--- config.mk ---
export PLATFORM = sky130hd
export DESIGN_NAME = rp_8bit_uart_flat
export DESIGN_NICKNAME = d
export VERILOG_FILES = /design/src/rtl/rp_8bit_uart_if.sv /design/src/rtl/rp_8bit_uart.sv /design/src/flat_wrapper.sv
export SDC_FILE = /design/constraint.sdc
export NUM_CORES = 1
export LEC_CHECK = 0
export ABC_CLOCK_PERIOD_IN_PS = 1900
export BUFFER_PORTS_ARGS = -buffer_cell sky130_fd_sc_hd__clkbuf_2
export CORE_UTILIZATION = 43
export CTS_CLUSTER_SIZE = 40
export DETAILED_ROUTE_END_ITERATION = 10
export PLACE_DENSITY_LB_ADDON = 0.15
export SYNTH_ARGS = -nofsm -noshare
export SYNTH_HDL_FRONTEND = slang
export SYNTH_SLANG_ARGS = --single-unit
--- constraint.sdc ---
create_clock -name clk -period 1.9 [get_ports clk]
set_input_delay 0.285 -clock clk [delete_from_list [all_inputs] [get_ports clk]]
set_output_delay 0.285 -clock clk [all_outputs]
set_load 0.005 [all_outputs]
--- src/rtl/rp_8bit_uart_if.sv ---
// rp_8bit I/O peripheral bus: the core drives the request side (master),
// a peripheral answers with registered read data (slave).
interface rp_8bit_uart_if;
  logic       io_wen;
  logic       io_ren;
  logic [5:0] io_adr;
  logic [7:0] io_wdt;
  logic [7:0] io_msk;
  logic [7:0] io_rdt;

  modport master (output io_wen, io_ren, io_adr, io_wdt, io_msk, input io_rdt);
  modport slave  (input io_wen, io_ren, io_adr, io_wdt, io_msk, output io_rdt);
endinterface

--- src/rtl/rp_8bit_uart.sv ---
// rp_8bit I/O-bus UART: fixed 8N1, TFD-deep TX FIFO, single-byte RX buffer,
// 16x oversampling baud generator and level interrupt requests.
module rp_8bit_uart #(
  parameter logic [5:0]  BASE = 6'h0c,
  parameter int unsigned TFD  = 4
) (
  input  logic          clk,
  input  logic          rst,
  rp_8bit_uart_if.slave bus,
  output logic [1:0]    irq_req,
  input  logic          uart_rxd,
  output logic          uart_txd
);

  localparam int unsigned AW       = $clog2(TFD);
  localparam logic [5:0]  ADR_UDR  = BASE;
  localparam logic [5:0]  ADR_USR  = BASE + 6'd1;
  localparam logic [5:0]  ADR_UCR  = BASE + 6'd2;
  localparam logic [5:0]  ADR_UBRR = BASE + 6'd3;
  localparam logic [AW:0] PTR_ONE  = {{AW{1'b0}}, 1'b1};

  typedef enum logic [1:0] {S_IDLE, S_START, S_DATA, S_STOP} state_e;

  logic [7:0]  io_rdt_q, io_rdt_d;
  logic [3:0]  ucr_q, ucr_d;
  logic [7:0]  ubrr_q, ubrr_d;
  logic [7:0]  presc_q, presc_d;
  logic        rxc_q, rxc_d, fe_q, fe_d, dor_q, dor_d, tov_q, tov_d;
  logic [7:0]  rbuf_q, rbuf_d;
  logic [AW:0] wr_ptr_q, wr_ptr_d, rd_ptr_q, rd_ptr_d;
  logic [7:0]  fifo_mem_q [TFD];
  state_e      tx_state_q, tx_state_d;
  logic [3:0]  tx_tick_q, tx_tick_d;
  logic [2:0]  tx_bit_q, tx_bit_d;
  logic [7:0]  tx_shift_q, tx_shift_d;
  logic        txd_q, txd_d;
  state_e      rx_state_q, rx_state_d;
  logic [3:0]  rx_tick_q, rx_tick_d;
  logic [2:0]  rx_bit_q, rx_bit_d;
  logic [7:0]  rx_shift_q, rx_shift_d;
  logic        rxd_meta_q, rxd_sync_q, rxd_prev_q;

  logic       sel_udr, sel_usr, sel_ucr, sel_ubrr;
  logic       udr_wr, udr_rd, usr_wr, ucr_wr, ubrr_wr;
  logic       tick, fifo_empty, fifo_full, tx_pop, push_ok, rx_fall, rx_done;
  logic [7:0] wmask, usr_val;

  assign sel_udr  = bus.io_adr == ADR_UDR;
  assign sel_usr  = bus.io_adr == ADR_USR;
  assign sel_ucr  = bus.io_adr == ADR_UCR;
  assign sel_ubrr = bus.io_adr == ADR_UBRR;
  assign udr_wr   = bus.io_wen && sel_udr;
  assign udr_rd   = bus.io_ren && sel_udr;
  assign usr_wr   = bus.io_wen && sel_usr;
  assign ucr_wr   = bus.io_wen && sel_ucr;
  assign ubrr_wr  = bus.io_wen && sel_ubrr;
  assign wmask    = bus.io_wdt & bus.io_msk;

  assign tick       = presc_q == ubrr_q;
  assign fifo_empty = wr_ptr_q == rd_ptr_q;
  assign fifo_full  = (wr_ptr_q[AW] != rd_ptr_q[AW]) && (wr_ptr_q[AW-1:0] == rd_ptr_q[AW-1:0]);
  assign tx_pop     = (tx_state_q == S_IDLE) && ucr_q[1] && !fifo_empty && tick;
  // A pop in the same cycle frees the slot, so a push on a full FIFO still lands.
  assign push_ok    = udr_wr && (!fifo_full || tx_pop);
  assign rx_fall    = rxd_prev_q && !rxd_sync_q;
  assign usr_val    = {2'b00, tov_q, dor_q, fe_q, !fifo_full,
                       fifo_empty && (tx_state_q == S_IDLE), rxc_q};

  always_comb begin
    // NOTE: every _d starts at its hold value so no branch can leave a latch behind.
    io_rdt_d   = io_rdt_q;
    ucr_d      = ucr_q;
    ubrr_d     = ubrr_q;
    presc_d    = presc_q + 8'd1;
    wr_ptr_d   = push_ok ? wr_ptr_q + PTR_ONE : wr_ptr_q;
    rd_ptr_d   = tx_pop ? rd_ptr_q + PTR_ONE : rd_ptr_q;
    tx_state_d = tx_state_q;
    tx_tick_d  = tx_tick_q;
    tx_bit_d   = tx_bit_q;
    tx_shift_d = tx_shift_q;
    txd_d      = txd_q;
    rx_state_d = rx_state_q;
    rx_tick_d  = rx_tick_q;
    rx_bit_d   = rx_bit_q;
    rx_shift_d = rx_shift_q;
    rx_done    = 1'b0;
    rbuf_d     = rbuf_q;
    rxc_d      = rxc_q && !udr_rd;
    fe_d       = fe_q  && !(usr_wr && wmask[3]);
    dor_d      = dor_q && !(usr_wr && wmask[4]);
    tov_d      = tov_q && !(usr_wr && wmask[5]);

    if (bus.io_ren) begin
      if (sel_udr)       io_rdt_d = rbuf_q;
      else if (sel_usr)  io_rdt_d = usr_val;
      else if (sel_ucr)  io_rdt_d = {4'b0000, ucr_q};
      else if (sel_ubrr) io_rdt_d = ubrr_q;
    end
    if (ucr_wr)  ucr_d  = wmask[3:0] | (ucr_q & ~bus.io_msk[3:0]);
    if (ubrr_wr) ubrr_d = wmask | (ubrr_q & ~bus.io_msk);
    if (ubrr_wr || tick) presc_d = '0;

    unique case (tx_state_q)
      S_IDLE: if (tx_pop) begin
        tx_state_d = S_START;
        tx_shift_d = fifo_mem_q[rd_ptr_q[AW-1:0]];
        tx_tick_d  = '0;
        txd_d      = 1'b0;
      end
      S_START: if (tick) begin
        tx_tick_d = tx_tick_q + 4'd1;
        if (tx_tick_q == 4'd15) begin
          tx_state_d = S_DATA;
          tx_bit_d   = '0;
          txd_d      = tx_shift_q[0];
        end
      end
      S_DATA: if (tick) begin
        tx_tick_d = tx_tick_q + 4'd1;
        if (tx_tick_q == 4'd15) begin
          tx_shift_d = {1'b0, tx_shift_q[7:1]};
          tx_bit_d   = tx_bit_q + 3'd1;
          if (tx_bit_q == 3'd7) begin
            tx_state_d = S_STOP;
            txd_d      = 1'b1;
          end else begin
            txd_d = tx_shift_q[1];
          end
        end
      end
      S_STOP: if (tick) begin
        tx_tick_d = tx_tick_q + 4'd1;
        if (tx_tick_q == 4'd15) tx_state_d = S_IDLE;
      end
    endcase

    if (!ucr_q[0]) begin
      rx_state_d = S_IDLE;
    end else begin
      unique case (rx_state_q)
        S_IDLE: if (rx_fall) begin
          rx_state_d = S_START;
          rx_tick_d  = '0;
        end
        S_START: if (tick) begin
          rx_tick_d = rx_tick_q + 4'd1;
          if (rx_tick_q == 4'd7 && rxd_sync_q) begin
            rx_state_d = S_IDLE;
          end else if (rx_tick_q == 4'd15) begin
            rx_state_d = S_DATA;
            rx_bit_d   = '0;
          end
        end
        S_DATA: if (tick) begin
          rx_tick_d = rx_tick_q + 4'd1;
          if (rx_tick_q == 4'd7) rx_shift_d = {rxd_sync_q, rx_shift_q[7:1]};
          if (rx_tick_q == 4'd15) begin
            rx_bit_d = rx_bit_q + 3'd1;
            if (rx_bit_q == 3'd7) rx_state_d = S_STOP;
          end
        end
        S_STOP: if (tick) begin
          rx_tick_d = rx_tick_q + 4'd1;
          if (rx_tick_q == 4'd7) begin
            rx_done    = 1'b1;
            rx_state_d = S_IDLE;
          end
        end
      endcase
    end

    // Sticky sets win over a same-cycle software clear.
    if (rx_done) begin
      if (!rxd_sync_q) begin
        fe_d = 1'b1;
      end else if (!rxc_q || udr_rd) begin
        rbuf_d = rx_shift_q;
        rxc_d  = 1'b1;
      end else begin
        dor_d = 1'b1;
      end
    end
    if (udr_wr && fifo_full && !tx_pop) tov_d = 1'b1;
  end

  always_ff @(posedge clk) begin
    // NOTE: sequential state uses <= so every flop samples pre-edge values.
    if (rst) begin
      io_rdt_q   <= '0;
      ucr_q      <= '0;
      ubrr_q     <= '0;
      presc_q    <= '0;
      rxc_q      <= 1'b0;
      fe_q       <= 1'b0;
      dor_q      <= 1'b0;
      tov_q      <= 1'b0;
      rbuf_q     <= '0;
      wr_ptr_q   <= '0;
      rd_ptr_q   <= '0;
      tx_state_q <= S_IDLE;
      tx_tick_q  <= '0;
      tx_bit_q   <= '0;
      tx_shift_q <= '0;
      txd_q      <= 1'b1;
      rx_state_q <= S_IDLE;
      rx_tick_q  <= '0;
      rx_bit_q   <= '0;
      rx_shift_q <= '0;
      rxd_meta_q <= 1'b1;
      rxd_sync_q <= 1'b1;
      rxd_prev_q <= 1'b1;
    end else begin
      io_rdt_q   <= io_rdt_d;
      ucr_q      <= ucr_d;
      ubrr_q     <= ubrr_d;
      presc_q    <= presc_d;
      rxc_q      <= rxc_d;
      fe_q       <= fe_d;
      dor_q      <= dor_d;
      tov_q      <= tov_d;
      rbuf_q     <= rbuf_d;
      wr_ptr_q   <= wr_ptr_d;
      rd_ptr_q   <= rd_ptr_d;
      tx_state_q <= tx_state_d;
      tx_tick_q  <= tx_tick_d;
      tx_bit_q   <= tx_bit_d;
      tx_shift_q <= tx_shift_d;
      txd_q      <= txd_d;
      rx_state_q <= rx_state_d;
      rx_tick_q  <= rx_tick_d;
      rx_bit_q   <= rx_bit_d;
      rx_shift_q <= rx_shift_d;
      rxd_meta_q <= uart_rxd;
      rxd_sync_q <= rxd_meta_q;
      rxd_prev_q <= rxd_sync_q;
    end
  end

  // NOTE: FIFO storage has no reset; the pointers alone define which entries are valid.
  always_ff @(posedge clk) begin
    if (push_ok) fifo_mem_q[wr_ptr_q[AW-1:0]] <= bus.io_wdt;
  end

  assign bus.io_rdt = io_rdt_q;
  assign uart_txd   = txd_q;
  assign irq_req    = {!fifo_full && ucr_q[3], rxc_q && ucr_q[2]};

endmodule
--- src/flat_wrapper.sv ---
// flat-port wrapper written by rule: the top's interface ports become plain ports
module rp_8bit_uart_flat 
#(
  parameter logic [5:0]  BASE = 6'h0c,
  parameter int unsigned TFD  = 4
)
  (clk, rst, irq_req, uart_rxd, uart_txd, bus_io_wen, bus_io_ren, bus_io_adr, bus_io_wdt, bus_io_msk, bus_io_rdt);
  rp_8bit_uart_if bus_i ();
  input  logic clk;
  input  logic rst;
  output logic [1:0] irq_req;
  input  logic uart_rxd;
  output logic uart_txd;
  input wire logic [$bits(bus_i.io_wen)-1:0] bus_io_wen;
  input wire logic [$bits(bus_i.io_ren)-1:0] bus_io_ren;
  input wire logic [$bits(bus_i.io_adr)-1:0] bus_io_adr;
  input wire logic [$bits(bus_i.io_wdt)-1:0] bus_io_wdt;
  input wire logic [$bits(bus_i.io_msk)-1:0] bus_io_msk;
  output wire logic [$bits(bus_i.io_rdt)-1:0] bus_io_rdt;
  assign bus_i.io_wen = bus_io_wen;
  assign bus_i.io_ren = bus_io_ren;
  assign bus_i.io_adr = bus_io_adr;
  assign bus_i.io_wdt = bus_io_wdt;
  assign bus_i.io_msk = bus_io_msk;
  assign bus_io_rdt = bus_i.io_rdt;
  rp_8bit_uart #(.BASE(BASE), .TFD(TFD)) u_core (.clk(clk), .rst(rst), .bus(bus_i), .irq_req(irq_req), .uart_rxd(uart_rxd), .uart_txd(uart_txd));
endmodule
==> results of run 1 <==
[area by class of cell]
type,count,share of cell area
Timing Repair Buffer,98,0.0981
Clock inverter,14,0.0276
Sequential cell,118,0.379
Tap cell,172,0.0303
Inverter,16,0.00845
Clock buffer,18,0.0618
Multi-Input combinational cell,387,0.395
[metal layers]
metal | track usage | up-vias | wire length [um]
met2 | 0.346 | 110 | 6440
met4 | 0.0573 | 0 | 101
met5 | 0 | - | 0
li1 | - | 2186 | -
met3 | 0.0581 | 9 | 611
met1 | 0.278 | 2113 | 6250
[final timing paths]
check                            endpoint  slack, ps  depth (start not counted)
max                            irq_req[1]         60                          6
min          u_core.rxd_meta_q$_SDFF_PP1_         60                          2
min reg2reg  u_core.rxd_sync_q$_SDFF_PP1_        410                          1
max reg2reg       u_core.dor_q$_SDFF_PP0_         80                          6
[power breakdown]
part           internal (mW)  switching, mW  leakage (nW)
logic                 0.0679          0.122          1.43
registers               2.59        0.00375         0.985
clock network           2.24           1.19         0.307
[cell usage in the layout (no fill, tap or decap), drive strengths merged, types with 5 or more instances in the layout]
| cell | n |
|---|---|
| nor4 | 9 |
| clkbuf | 56 |
| nand3 | 18 |
| xor2 | 8 |
| and2 | 7 |
| nand2 | 64 |
| a21oi | 45 |
| or2 | 6 |
| nor3 | 9 |
| mux2i | 29 |
| nor2b | 6 |
| nand4 | 12 |
| edfxtp | 32 |
| o21ai | 14 |
| and3 | 7 |
| dfxtp | 86 |
| clkinv | 5 |
| a31oi | 8 |
| buf | 60 |
| ha | 17 |
| xnor2 | 12 |
| nor2 | 45 |
| mux4 | 8 |
| inv | 20 |
| a211oi | 12 |
[critical path: stages (launching register included)]
cell and delay [ps]:
dfxtp_2 330, buf_4 150, xnor2_2 150, nor3_4 220, buf_6 150, nor2b_1 40
clkbuf_2 100
[per-stage QoR]
stage               utilization  TNS, ps  hold WS [ps]  instances  power, mW
finish                    0.563        0          60.8        823       6.21
global route              0.563    -61.0          56.2        823       6.39
CTS                       0.549     -404          45.0        818       6.27
detailed placement        0.496    -1870           398        786       2.83
global placement          0.496     -224           395        786       2.82
floorplan                     -        0           384        552       2.73
[timing repair]
item,4_1_cts,5_1_grt
endpoints found under the setup margin,35,60
gates resized for setup,8,29
buffers inserted,0,4
gates cloned,0,1
pin swaps,1,9
[cells by family (layout without fill, tap and decap cells)]
| family | count (synthesis) | after routing | synth area share |
|---|---|---|---|
| AO/OA/AOI/OAI | 108 | 108 | 0.128 |
| XOR/XNOR | 20 | 20 | 0.0315 |
| adder cells (fa/ha/maj) | 17 | 17 | 0.0382 |
| buffers and inverters | 47 | 146 | 0.0391 |
| flip-flops | 118 | 118 | 0.482 |
| multiplexers | 39 | 39 | 0.0886 |
| AND/OR/NAND/NOR | 203 | 203 | 0.193 |
==> impl_metrics.json, run 1 <==
{
  "status": "finished, final reports clean",
  "wirelength_mm": 13.4,
  "io_buffers": 37,
  "grt_antenna_before_repair": 0,
  "antenna_left": 0,
  "num_antenna_cells": 0,
  "nNetsFinal": 682,
  "placed_cell_area_um2": 6260,
  "slew-limit-headroom": 0.694,
  "period_minus_slack_ps": 1840,
  "grt_pass1_vias": 4265,
  "maxCapViolCount": 0,
  "worst-setup-path-type": "flip-flop to primary output",
  "ys_warn_count": 0,
  "cp-end-kind": "primary output",
  "p_leak_nw": 2.72,
  "powerDensity_nw_per_um2": 874,
  "hold_buffers": 0,
  "ff_latch_area_um2": 2690,
  "die_height_um": 116,
  "yosys.area.top_type_share": 0.309,
  "place_congestion": 0.825,
  "avgRoutedWirePerCell_um": 16.3,
  "grt_pass1_wl_mm": 21.5,
  "synth_top_area_cell": "dfxtp_1",
  "via_count": 4418,
  "clk_pin_slew_ps": 60,
  "synth_area_leaders": "dfxtp_1, edfxtp_1, mux2i_1",
  "pre_cts_ws_ps": -73.6,
  "worst_slack_ps": 64.5,
  "cts_buffers": 17,
  "final_area_um2": 7110,
  "grt.overflow.total": 0,
  "skew_ps": 12.0,
  "cp.arrival_ps": 1550,
  "worstSkewPairLatency_ps": 410,
  "multi_input_area_um2": 2800,
  "synth-seq-cells": 118,
  "critPathMaxFanout": 5,
  "crit_start": "u_core.rd_ptr_q[2]$_SDFFE_PP0P_",
  "fin_crit_sh": 0.966,
  "synth_top_flop_cell": "dfxtp_1",
  "yosys-top-cells-count": "dfxtp_1, nand2_1, a21oi_1, nor2_1, edfxtp_1",
  "root_buffer": "clkbuf_16",
  "drive_above_1_share": 0.292,
  "grt_max_degree": 73,
  "die-area_um2": 13400,
  "htreeDepth": 4,
  "first_iter_violations": 308,
  "grt_util_all_layers": 0.212,
  "synth_cell_types": 68,
  "cts_tree": "done",
  "setup_violations": 0,
  "syn_area_um2": 5570,
  "pin_count": 38,
  "dieWidth_um": 116,
  "worstPathRequired_ps": 1620,
  "tightest_slew_ps": 454,
  "drt_pass1_iterations": 5,
  "core-area_um2": 12600,
  "synth_edf_count": 32,
  "synth_area_per_cell_um2": 10.1,
  "nFillCells": 1120,
  "hold_viol": 0,
  "ys_seq_area_frac": 0.482,
  "synthCells": 552,
  "maxSlewViolCount": 0,
  "area_delta_synth_final_pct": 27.7,
  "max_freq_ghz": 0.545,
  "cts.path.max_buffers": 2,
  "synth_nets": 596,
  "hp-start": "uart_rxd",
  "drt-vias-per-instance": 5.37,
  "hold_path.class": "primary input to flip-flop",
  "synthArstFlopShare": 0,
  "clkSinkCount": 118,
  "ir_drop_mv": 0.685,
  "drc": 0,
  "synth_most_common_cell": "dfxtp_1",
  "hpwl_mm": 9.34,
  "critPathLaunchType": "flip-flop",
  "start_util": 0.441,
  "fp-row-count": 41
}
Note: power is estimated with default switching activity, not from simulation.
==> run 2, diff against run 1 <==
--- a/config.mk
+++ b/config.mk
@@ -7,7 +7,7 @@
 export LEC_CHECK = 0
 export ABC_CLOCK_PERIOD_IN_PS = 1900
 export BUFFER_PORTS_ARGS = -buffer_cell sky130_fd_sc_hd__clkbuf_2
-export CORE_UTILIZATION = 43
+export CORE_UTILIZATION = 54
 export CTS_CLUSTER_SIZE = 40
 export DETAILED_ROUTE_END_ITERATION = 10
 export PLACE_DENSITY_LB_ADDON = 0.15
==> impl_metrics.json, run 2 (synthesis gave the netlist of run 1 again) <==
{
  "die-area_um2": 10700,
  "htreeDepth": 4,
  "start_util": 0.564,
  "hold_viol": 0,
  "grt_max_degree": 29,
  "clkSinkCount": 118,
  "cts_tree": "done",
  "dieWidth_um": 104,
  "worstSkewPairLatency_ps": 530,
  "grt_pass1_wl_mm": 22.2,
  "die_height_um": 104,
  "drt-vias-per-instance": 5.84,
  "skew_ps": 9.35,
  "grt_pass1_vias": 4429,
  "pin_count": 38,
  "first_iter_violations": 318,
  "maxCapViolCount": 0,
  "worst_slack_ps": -52.1,
  "nNetsFinal": 683,
  "layout_common_cells": "dfxtp_1, nand2_1, buf_4",
  "ir_drop_mv": 0.729,
  "fp-row-count": 36,
  "violations": "setup timing",
  "hpwl_mm": 9.32,
  "cts_buffers": 17,
  "status": "finished, violations left",
  "grt.overflow.total": 0,
  "setup_violations": 2,
  "period_minus_slack_ps": 1950,
  "avgRoutedWirePerCell_um": 17.7,
  "grt_antenna_before_repair": 0,
  "worst-setup-path-type": "flip-flop to primary output",
  "worstPathRequired_ps": 1620,
  "critPathMaxFanout": 3,
  "clk_pin_slew_ps": 60,
  "final_cells": 785,
  "place_congestion": 0.853,
  "fin_crit_sh": 1.03,
  "placed_cell_area_um2": 6140,
  "drc": 0,
  "critPathLaunchType": "flip-flop",
  "placedCellCount": 739,
  "nFillCells": 705,
  "cts.path.max_buffers": 2,
  "rsz0062_at_grt": "yes",
  "cp-end-kind": "primary output",
  "final_area_um2": 7050,
  "num_antenna_cells": 0,
  "core-area_um2": 9860,
  "max_freq_ghz": 0.512,
  "p_leak_nw": 2.71,
  "area_delta_synth_final_pct": 26.6,
  "grt_util_all_layers": 0.267,
  "powerDensity_nw_per_um2": 823,
  "final.setup.tns_ps": -57.8,
  "hold_path.class": "primary input to flip-flop",
  "via_count": 4586,
  "drt_pass1_iterations": 5,
  "drive_above_1_share": 0.305,
  "antenna_left": 0,
  "root_buffer": "clkbuf_8",
  "tightest_slew_ps": 417,
  "slew-limit-headroom": 0.719,
  "maxSlewViolCount": 0,
  "cp.arrival_ps": 1670,
  "io_buffers": 37,
  "wirelength_mm": 13.9,
  "final_common_cell": "dfxtp_1"
}
run 2: final cells by class:
type | count | area (um2) | area share
multi-input combinational | 387 | 2840 | 0.403
timing repair buffer | 99 | 714 | 0.101
clock inverter | 13 | 123 | 0.0174
clock buffer | 19 | 443 | 0.0629
tap | 133 | 166 | 0.0236
sequential | 118 | 2700 | 0.384
inverter | 16 | 60.1 | 0.00852
run 2: power breakdown:
group,switching [mW],total [mW],internal (mW)
clock network,1.20,3.02,1.82
registers,0.00416,2.59,2.58
logic,0.119,0.190,0.0706
run 2: through the flow:
stage | utilization | setup WS, ps | total power [mW] | hold WS (ps)
after floorplan | - | 36.2 | 2.73 | 384
after global placement | 0.623 | 7.95 | 2.81 | 390
after detailed placement | 0.623 | -90.4 | 2.82 | 397
after CTS | 0.692 | -53.9 | 5.82 | 5.98
after global routing | 0.714 | -114 | 5.96 | 18.9
final | 0.714 | -52.1 | 5.80 | 14.4
run 2: path summary, 6_finish.rpt:
kind | to | depth (start not counted) | slack [ps] | start
max reg2reg | u_core.wr_ptr_q[0]$_SDFFE_PP0N_ | 6 | -10 | u_core.wr_ptr_q[2]$_SDFFE_PP0N_
min | flip-flop | 3 | 10 | bus_io_msk[6]
max | irq_req[1] | 6 | -50 | u_core.wr_ptr_q[1]$_SDFFE_PP0N_
min reg2reg | u_core.rxd_sync_q$_SDFF_PP1_ | 1 | 410 | u_core.rxd_meta_q$_SDFF_PP1_
run 2: per-layer routing:
| layer | GRT usage | vias to the layer above | wire (um) |
|---|---|---|---|
| li1 | - | 2184 | - |
| met1 | 0.349 | 2206 | 6190 |
| met2 | 0.424 | 164 | 6560 |
| met3 | 0.0711 | 32 | 823 |
| met4 | 0.104 | 0 | 337 |
| met5 | 0 | - | 0 |
run 2: what timing repair did:
action | CTS | global route
setup buffers | 6 | 4
hold buffers | 3 | 0
gates cloned | 0 | 1
resized for setup | 13 | 39
pin swaps | 4 | 11
endpoints found under the setup margin | 55 | 67
endpoints found under the hold margin | 8 | 0
run 2: worst max-delay path, stage by stage (launching register included):
cell	delay (ps)
dfxtp_2	330
xor2_2	180
buf_6	130
nor3_4	200
buf_6	140
nor2b_1	40
clkbuf_2	110
==> run 3, diff against run 2 <==
--- a/config.mk
+++ b/config.mk
@@ -7,6 +7,7 @@
 export LEC_CHECK = 0
 export ABC_CLOCK_PERIOD_IN_PS = 1900
 export BUFFER_PORTS_ARGS = -buffer_cell sky130_fd_sc_hd__clkbuf_2
+export CORE_MARGIN = 4
 export CORE_UTILIZATION = 54
 export CTS_CLUSTER_SIZE = 40
 export DETAILED_ROUTE_END_ITERATION = 10
==> constraint.sdc (replaced) <==
create_clock -name clk -period 1.9 [get_ports clk]
set_input_delay 0.285 -clock clk [delete_from_list [all_inputs] [get_ports clk]]
set_output_delay 0.285 -clock clk [all_outputs]
set_load 0.02 [all_outputs]
==> impl_metrics.json, run 3 (synthesis gave the netlist of run 1 again) <==
{
  "cts_tree": "done",
  "rsz0062_at_grt": "yes",
  "hpwl_mm": 9.14,
  "clockPowerShare": 0.518,
  "grt_util_all_layers": 0.241,
  "worst-setup-path-type": "flip-flop to primary output",
  "min_path_cells": 1,
  "clkSinkCount": 118,
  "die_height_um": 110,
  "grt.overflow.total": 0,
  "final_area_um2": 7160,
  "dieWidth_um": 110,
  "die-area_um2": 12000,
  "period_minus_slack_ps": 1980,
  "swShare": 0.226,
  "ir_drop_mv": 0.714,
  "cts.path.max_buffers": 2,
  "fin_crit_sh": 1.04,
  "met3_usage": 0.0634,
  "pwr-share-comb": 0.033,
  "cp_slowest_stage_delay_ps": 330,
  "use_met1": 0.312,
  "grt_antenna_before_repair": 0,
  "tightest_slew_ps": 513,
  "worstHoldEndpoint": "u_core.fifo_mem_q[0][6]$_DFFE_PP_",
  "powerDensity_nw_per_um2": 807,
  "met2_usage": 0.398,
  "crit_start": "u_core.wr_ptr_q[1]$_SDFFE_PP0N_",
  "slew-limit-headroom": 0.658,
  "nNetsFinal": 691,
  "drt-vias-per-instance": 5.75,
  "pre_cts_ws_ps": -65.2,
  "r2r-end": "u_core.fifo_mem_q[1][4]$_DFFE_PP_",
  "cts_buffers": 17,
  "first_iter_violations": 287,
  "htreeDepth": 4,
  "critPathMaxFanout": 2,
  "worstSkewPairLatency_ps": 520,
  "violations": "setup timing",
  "ff2ff_path_depth": 5,
  "place_congestion": 0.824,
  "drc": 0,
  "p_leak_nw": 2.77,
  "placed_cell_area_um2": 6230,
  "hold_slack_ps": 17.4,
  "hold_path.class": "primary input to flip-flop",
  "clk_pin_slew_ps": 60,
  "cp.arrival_ps": 1690,
  "worstPathRequired_ps": 1620,
  "critPathSlowestCell": "dfxtp_2",
  "hp-start": "bus_io_wdt[6]",
  "critPathMostFrequentCell": "buf_6",
  "seq_power_share": 0.448,
  "area_delta_synth_final_pct": 28.6,
  "wirelength_mm": 13.7,
  "via_count": 4558,
  "drt_pass1_iterations": 5,
  "drive_above_1_share": 0.315,
  "fp-row-count": 36,
  "cp_cell_sequence": "xor2_2 > buf_4 > nor3_4 > buf_6 > nor2b_4 > buf_6",
  "antenna_left": 0,
  "hold_viol": 0,
  "maxCapViolCount": 0,
  "avgRoutedWirePerCell_um": 17.2,
  "rr_startpoint": "u_core.wr_ptr_q[2]$_SDFFE_PP0N_",
  "cp_top_family": "buffers and inverters",
  "grt_pass1_wl_mm": 22.2,
  "start_util": 0.562,
  "skew_ps": 8.16,
  "root_buffer": "clkbuf_8",
  "pin_count": 38,
  "status": "finished, violations left",
  "num_antenna_cells": 0,
  "cp-end-kind": "primary output",
  "io_buffers": 37,
  "grt_pass1_vias": 4532,
  "worst_slack_ps": -79.6,
  "rrSetupSlack_ps": 0,
  "final_common_cell": "dfxtp_1",
  "final.setup.tns_ps": -94.5,
  "grt_max_degree": 73,
  "layout_common_cells": "dfxtp_1, nand2_1, buf_4",
  "max_freq_ghz": 0.505,
  "maxSlewViolCount": 0,
  "switchingPower_mw": 1.31,
  "grt.busiest_layer": "met2",
  "core-area_um2": 9910,
  "critPathLaunchType": "flip-flop",
  "setup_violations": 5,
  "total_power_mw": 5.78,
  "internal-power_mw": 4.47,
  "crit_buf_inv": 3
}
-- run 3: cell count changes in the layout (fill, tap and decap cells not counted), moves of 2 or more --
cell           change
buf_4             +10
dfxtp_1            +8
dfxtp_2            -8
clkinv_4           -3
a31oi_1            -2
buf_12             +2
dlygate4sd3_1      -2
-- run 3: layout make-up --
cell class                      instances  area [um2]
Timing Repair Buffer                  107         783
Tap cell                              133         166
Clock inverter                         14         123
Inverter                               16        60.1
Clock buffer                           18         439
Sequential cell                       118        2690
Multi-Input combinational cell        387        2890
Fill cell                             724        2750
-- run 3: worst max-delay path by stage --
stage	to	slack, ps	depth (start not counted)
final	irq_req[1]	-80	6
after global placement	u_core.fifo_mem_q[1][6]$_DFFE_PP_	-8	5
after CTS	irq_req[1]	-90	6
after detailed placement	u_core.fifo_mem_q[0][5]$_DFFE_PP_	-70	5
after global routing	irq_req[1]	-140	6
after floorplan	u_core.fifo_mem_q[0][0]$_DFFE_PP_	40	5
-- run 3: power by group through the flow --
| stage | registers, mW | logic (mW) | clock network, mW |
|---|---|---|---|
| final | 2.59 | 0.193 | 2.99 |
| after global routing | 2.59 | 0.209 | 3.16 |
| after CTS | 2.59 | 0.184 | 3.02 |
| after detailed placement | 2.64 | 0.180 | 0 |
| after global placement | 2.64 | 0.178 | 0 |
| after floorplan | 2.64 | 0.0849 | 0 |
-- run 3: worst register-to-register path, delay by kind of cell, from the launching register on --
family | cells | cell delay, ps
AOI/OAI and AO/OA | 2 | 520
DFF | 1 | 350
xor gates and xnor gates | 1 | 330
and+or+nand+nor | 2 | 400
-- run 3: timing repair --
action                                  4_1_cts  5_1_grt
endpoints found under the setup margin       48       62
pin swaps                                     5       12
resized for setup                            18       36
buffers inserted                              6        6
hold buffers                                  1        0
hold endpoints to repair                      1        0
cloned                                        0        1
-- run 3: metal layers --
metal,vias up,wire (um),part of all wire
li1,2196,-,-
met1,2201,6010,0.44
met2,138,6690,0.49
met3,23,709,0.052
met4,0,248,0.018
met5,-,0,0
-- run 3: stage by stage --
step	cells	util
floorplan	552	-
global placement	747	0.628
detailed placement	747	0.628
CTS	786	0.697
global route	793	0.722
finish	793	0.722
